$ cat src/rtl/upsample2.sv
// 2x nearest-neighbour upsampler: each pixel is emitted twice, and each row is
// emitted twice, the second time replayed from an internal row buffer.
module upsample2 #(
    parameter int unsigned DW    = 8,
    parameter int unsigned ROW_W = 16
) (
    input  logic          clk,
    input  logic          rst_n,
    input  logic [DW-1:0] m_data,
    input  logic          m_valid,
    output logic          m_ready,
    output logic [DW-1:0] s_data,
    output logic          s_valid,
    input  logic          s_ready
);

    localparam int unsigned AW = (ROW_W > 1) ? $clog2(ROW_W) : 1;
    localparam logic [AW-1:0] LAST = AW'(ROW_W - 1);

    typedef enum logic {
        ROW0 = 1'b0,
        ROW1 = 1'b1
    } state_t;

    state_t        state;
    state_t        state_nxt;
    logic [DW-1:0] h;
    logic          hv;
    logic          phase;
    logic [AW-1:0] wr_ptr;
    logic [AW-1:0] col;
    logic [DW-1:0] row_buf [ROW_W];

    logic in_hs;
    logic out_hs;
    logic retire;
    logic last_col;

    assign in_hs    = m_valid & m_ready;
    assign out_hs   = s_valid & s_ready;
    assign retire   = out_hs & phase;
    assign last_col = (col == LAST);

    // State register
    always_ff @(posedge clk or negedge rst_n) begin
        if (!rst_n) begin
            state <= ROW0;
        end else begin
            state <= state_nxt;
        end
    end

    // Next state: a row phase ends when the last column's second copy retires
    always_comb begin
        state_nxt = state;
        if (retire && last_col) begin
            state_nxt = (state == ROW0) ? ROW1 : ROW0;
        end
    end

    // Outputs: ROW0 shows the hold register, ROW1 reads the row buffer directly
    always_comb begin
        m_ready = 1'b0;
        s_valid = 1'b0;
        s_data  = h;
        case (state)
            ROW0: begin
                s_valid = hv;
                s_data  = h;
                m_ready = !hv | (s_ready & phase & !last_col);
            end
            ROW1: begin
                s_valid = 1'b1;
                s_data  = row_buf[col];
            end
            default: begin
                s_valid = 1'b0;
            end
        endcase
    end

    // Hold register, copy phase and row pointers
    always_ff @(posedge clk or negedge rst_n) begin
        if (!rst_n) begin
            h      <= '0;
            hv     <= 1'b0;
            phase  <= 1'b0;
            wr_ptr <= '0;
            col    <= '0;
        end else begin
            if (out_hs) begin
                phase <= ~phase;
            end
            if (state == ROW0) begin
                if (in_hs) begin
                    h      <= m_data;
                    wr_ptr <= (wr_ptr == LAST) ? '0 : wr_ptr + AW'(1);
                end
                if (in_hs) begin
                    hv <= 1'b1;
                end else if (retire) begin
                    hv <= 1'b0;
                end
                if (retire) begin
                    if (last_col) begin
                        col    <= '0;
                        wr_ptr <= '0;
                    end else begin
                        col <= col + AW'(1);
                    end
                end
            end else begin
                hv <= 1'b0;
                if (retire) begin
                    col <= last_col ? '0 : col + AW'(1);
                end
            end
        end
    end

    // Row buffer captures every pixel accepted during ROW0; contents need no reset
    always_ff @(posedge clk) begin
        if (in_hs) begin
            row_buf[wr_ptr] <= m_data;
        end
    end

endmodule

$ cat config.mk
export PLATFORM = sky130hd
export DESIGN_NAME = upsample2
export DESIGN_NICKNAME = d
export VERILOG_FILES = /design/src/rtl/upsample2.sv
export SDC_FILE = /design/constraint.sdc
export NUM_CORES = 1
export LEC_CHECK = 0
export CAP_MARGIN = 20
export CORE_MARGIN = 5
export CORE_UTILIZATION = 45
export CTS_CLUSTER_DIAMETER = 30
export CTS_CLUSTER_SIZE = 30
export DETAILED_ROUTE_END_ITERATION = 10
export SYNTH_ARGS = -nofsm -noshare
export SYNTH_HDL_FRONTEND = slang
export SYNTH_SLANG_ARGS = --single-unit
$ cat constraint.sdc
create_clock -name clk -period 3.98 [get_ports clk]
set_input_delay 0.796 -clock clk [delete_from_list [all_inputs] [get_ports clk]]
set_output_delay 0.796 -clock clk [all_outputs]
set_load 0.02 [all_outputs]
Yosys cells after proc, flatten, opt, wreduce, memory -nomap -nowiden
Memories as Yosys holds them, arrays and structs flattened.
Index checks and enable logic that the tools add are counted.
- add/subtract/negate cells: 2
- eq/ne operators: 2
- mux-type cells: 14
- bitwise logic cells: 8
- reduce and logical (&&, ||, !) cells: 5
- operator list (cell ; number):
    two-way mux 4 bit ; 5
    case mux 8 bit (2 select lines) ; 1
    adder 4 x 1 -> 4 bit (second input constant) ; 2
    == test 4 bit (second input constant) ; 2
    two-way mux 1 bit ; 7
    AND 1 bit ; 5
    nonzero test 3 bit ; 1
    logical NOT 1 bit ; 2
    NOT 1 bit ; 2
    case mux 1 bit (2 select lines) ; 1
    AND reduction 2 bit ; 1
    logical AND 1 bit ; 1
    bitwise OR 1 bit ; 1
- register bits after elaboration: 19
- memory bits (writable): 128
- input bits: 12
- logic and storage cells: 38
- memories kept: 1
- memory list (memory ; depth ; width ; rd ports ; clocked after Yosys merged registers in ; write ports ; RTL line ; RTL):
    row_buf ; 16 ; 8 ; 1 ; 0 ; 1 ; 32 ; logic [DW-1:0] row_buf [ROW_W];

Depth between registers and ports, before layout
- depth in word-level cells: 9
- mapped depth: 7
- gate-level depth less buffers: 5

Worst setup path after synthesis
Ideal clock, no wire load.
- path type: register to output
- start: reg col[0]
- end: out s_data[0]
- arrival time: 1.667 ns
- setup slack: 1.517 ns
- cell stages (with the launch flop): 8
- path buffers: 3
- cells stage by stage: dfrtp_1 -> buf_2 -> buf_4 -> buf_2 -> mux2i_1 -> o22ai_1 -> o32ai_1 -> a31oi_1
- word-level cells in the longest chain between the ends: 2
- RTL lines (element ; RTL line ; RTL):
    from (decl) ; 31 ; logic [AW-1:0] col;
    from (signal assigned) ; 109 ; col <= col + AW'(1);
    from (signal assigned) ; 115 ; col <= last_col ? '0 : col + AW'(1);
    memory read (16 x 8 bit) ; n/a ;
    case mux 8 bit (2 select lines) ; 66 ; case (state)
    to (decl) ; 12 ; output logic [DW-1:0] s_data,
No other way between the ends.

Worst setup path after layout
- start: reg col[0]
- end: out s_data[1]
The elaborated chain is that of the path after synthesis.

==> run summary <==
Compound-Gate Fraction of Synth Area = 5.37%
First-pass GRT wire length = 19600 µm
Highest routed layer = met4
CTS tree = yes
DP HPWL = 8090 µm
Share of cells above drive strength 1 = 17.2%
Die area = 15900 µm²
Warnings from Yosys = 0
Sequential-to-total area share from yosys stat = 71.3%
Largest net degree at the start of global routing = 29
Crit-path slowest cell = dfrtp_2
TritonRoute pass-1 iters = 4
Post-Synth XOR/XNOR Area = 0.434%
Async S/R FF share, synth = 12.9%
Synth Register Bits = 147
Post-Synth Adder-Cell Area = 1.03%
Min Hold Slack = 499 ps
Worst min path class = reg2reg
Clock buffer count from CTS = 17
Gpl congestion = 0.726
# setup viols final = 0
Slew @ Worst Pin = 696 ps
Library cells used by synthesis = 41
Height of the die = 126 µm
Pwr dens = 703 nW/µm²
Longest Clk Path Bufs = 2
Max Fclk = 277 MHz
RSZ-0062 raised after global routing = no
Overflow after GRT = 0
Residual DRC count = 0
Met2 wire len = 5890 µm
Synthesized area per cell = 17.8 µm²
Slew HR = 53.5%
Final Cycle Share = 90.8%
Largest family of logic cells by synthesized area = multiplexers
Ranking of synthesized cells by area = edfxtp_1 63%, dfrtp_1 7.8%, mux2i_1 6.8%, mux4_2 5.9%, o22ai_1 1.7%
Post-layout min period = 3610 ps
Crit path launch type = register
Final Hold Fails = 0
Mapped Cells = 340
Pre-CTS WS = 690 ps
Biggest area consumer among synthesized cells = edfxtp_1
Post-route setup TNS = 0 ps
H-tree level count = 4
Initial antenna violation count = 0
WL met3 = 985 µm
Status = finished clean
Area grow syn2layout = 16.4%
Worst-Skew Late Latency = 420 ps
Vias in the first global route = 3235
Cell row count = 42
Clock sinks = 147
Hold Buf Count CTS = 0
Ys flop type = edfxtp_1
Synthesized area = 6060 µm²
Max_cap viols = 0
Initial core utilization = 45.7%
Reg clk slew, reported paths = 60 ps
CTS root buf = clkbuf_16
Maximum vdd drop = 0.000325 V
Most instantiated cells after synthesis = 128 x edfxtp_1, 41 x mux2i_1, 19 x dfrtp_1
GR Util All Layers = 17.0%
Drt total wl = 12600 µm
Die Wd = 126 µm
Count of buffers from port buffering = 21
Synth Net Count = 357
Nets = 387
CP Max Fanout = 17
1st-iter DRT viols = 274
Simple-gate area share of the yosys netlist = 5.60%
Critical Path AT = 2820 ps
Number of synthesized flops with an enable pin = 128
Io pins = 22
Pleak = 2.44 nW
Post-synthesis mux area share = 14.2%
Via-per-instance ratio = 5.61
Post CTS Setup Buffer Count = 0
Clk_skew = 9.12 ps
Antenna Nets Post-Route = 0
Cell Chain, Critical Path = buf_4 -> mux4_2 -> mux2i_1 -> a31oi_1 -> clkdlybuf4s50_1
Via Count = 3138
Most common cell in the netlist = edfxtp_1
WP data required = 3180 ps
Routed WL per cell = 22.6 µm
ANT cells = 0
Crit Path Category = reg2out
Post-CTS resize count = 0
Metal-1 WL = 5620 µm
Top cell type's share of synthesized area = 63.4%
CP max stage delay = 700 ps
Setup crit end kind = output port
Core footprint = 13200 µm²
Max-slew violations = 0
Final setup margin = 368 ps
-- final timing paths --
path / from / endpoint / slack [ps] / depth (start not counted)
max: col[0] / s_data[1] / 370 / 5
min: h[5] / h[5] / 500 / 1
max reg2reg: col[0] / row_buf[12][0] / 960 / 5
min reg2reg: h[5] / h[5] / 500 / 1
max in group asynchronous: rst_n / col[0] / 2740 / 2
min in group asynchronous: rst_n / h[7] / 740 / 1
-- final cells by class --
class | count | area (µm²)
clock buffer | 19 | 433
inverter | 2 | 7.51
multi-input combinational | 169 | 1610
fill | 1122 | 6190
sequential | 147 | 4320
tap | 176 | 220
clock inverter | 13 | 141
timing repair buffer | 33 | 317
-- placed cells by master, fill, tap and decap left out, types with 3 or more instances in the layout --
cell	n
edfxtp_1	128
mux2_2	7
a31oi_1	8
nand2_1	13
dfrtp_1	18
clkinv_1	6
nand2b_1	3
o21ai_0	3
mux2i_1	41
o22ai_1	16
clkdlybuf4s50_1	21
mux4_2	16
nand3_1	7
xnor2_1	3
ha_1	5
o32ai_1	8
bufinv_16	3
and4b_1	4
and4_1	4
buf_4	10
clkbuf_16	17
and3_1	5
and4bb_1	4
-- per-stage QoR --
step / power, W / area (µm²) / util (%) / instances
2_1_floorplan: 0.00300 / 6060 / - / 340
3_3_place_gp: 0.00345 / 6470 / 48.8 / 526
3_5_place_dp: 0.00346 / 6470 / 48.8 / 526
4_1_cts: 0.00501 / 7040 / 53.2 / 558
5_1_grt: 0.00521 / 7050 / 53.3 / 559
6_report: 0.00496 / 7050 / 53.3 / 559
-- registers in the layout (all words and copies together), names as in the netlist --
name     cells
hv           1
row_buf    128
wr_ptr       4
phase        1
col          4
h            8
state        1
-- kinds of logic (layout without fill, tap and decap cells) --
logic type | after synthesis | in the layout
DFF | 147 | 147
muxes | 65 | 65
and+or+nand+nor | 50 | 50
AOI/OAI and AO/OA | 46 | 46
buffers and inverters | 24 | 67
adders and majority gates | 5 | 5
xor gates and xnor gates | 3 | 3
-- metal layers --
layer / vias up / global-route usage (%)
met5: - / 0
met4: 0 / 5.68
met3: 10 / 5.46
met2: 90 / 24.4
met1: 1596 / 24.5
li1: 1442 / -
-- power by group --
part / switching [W] / leakage [nW] / internal [W]
logic: 0.000721 / 0.784 / 0.000661
clock network: 0.000577 / 0.272 / 0.000970
registers: 0.000173 / 1.38 / 0.00186
-- critical path, delay by kind of cell (launching register included) --
| kind | cells | cell delay (ps) |
|---|---|---|
| DFF | 1 | 700 |
| muxes | 2 | 690 |
| buffers and inverters | 2 | 890 |
| AOI/OAI and AO/OA | 1 | 110 |
Note: power is estimated with default switching activity, not from simulation.
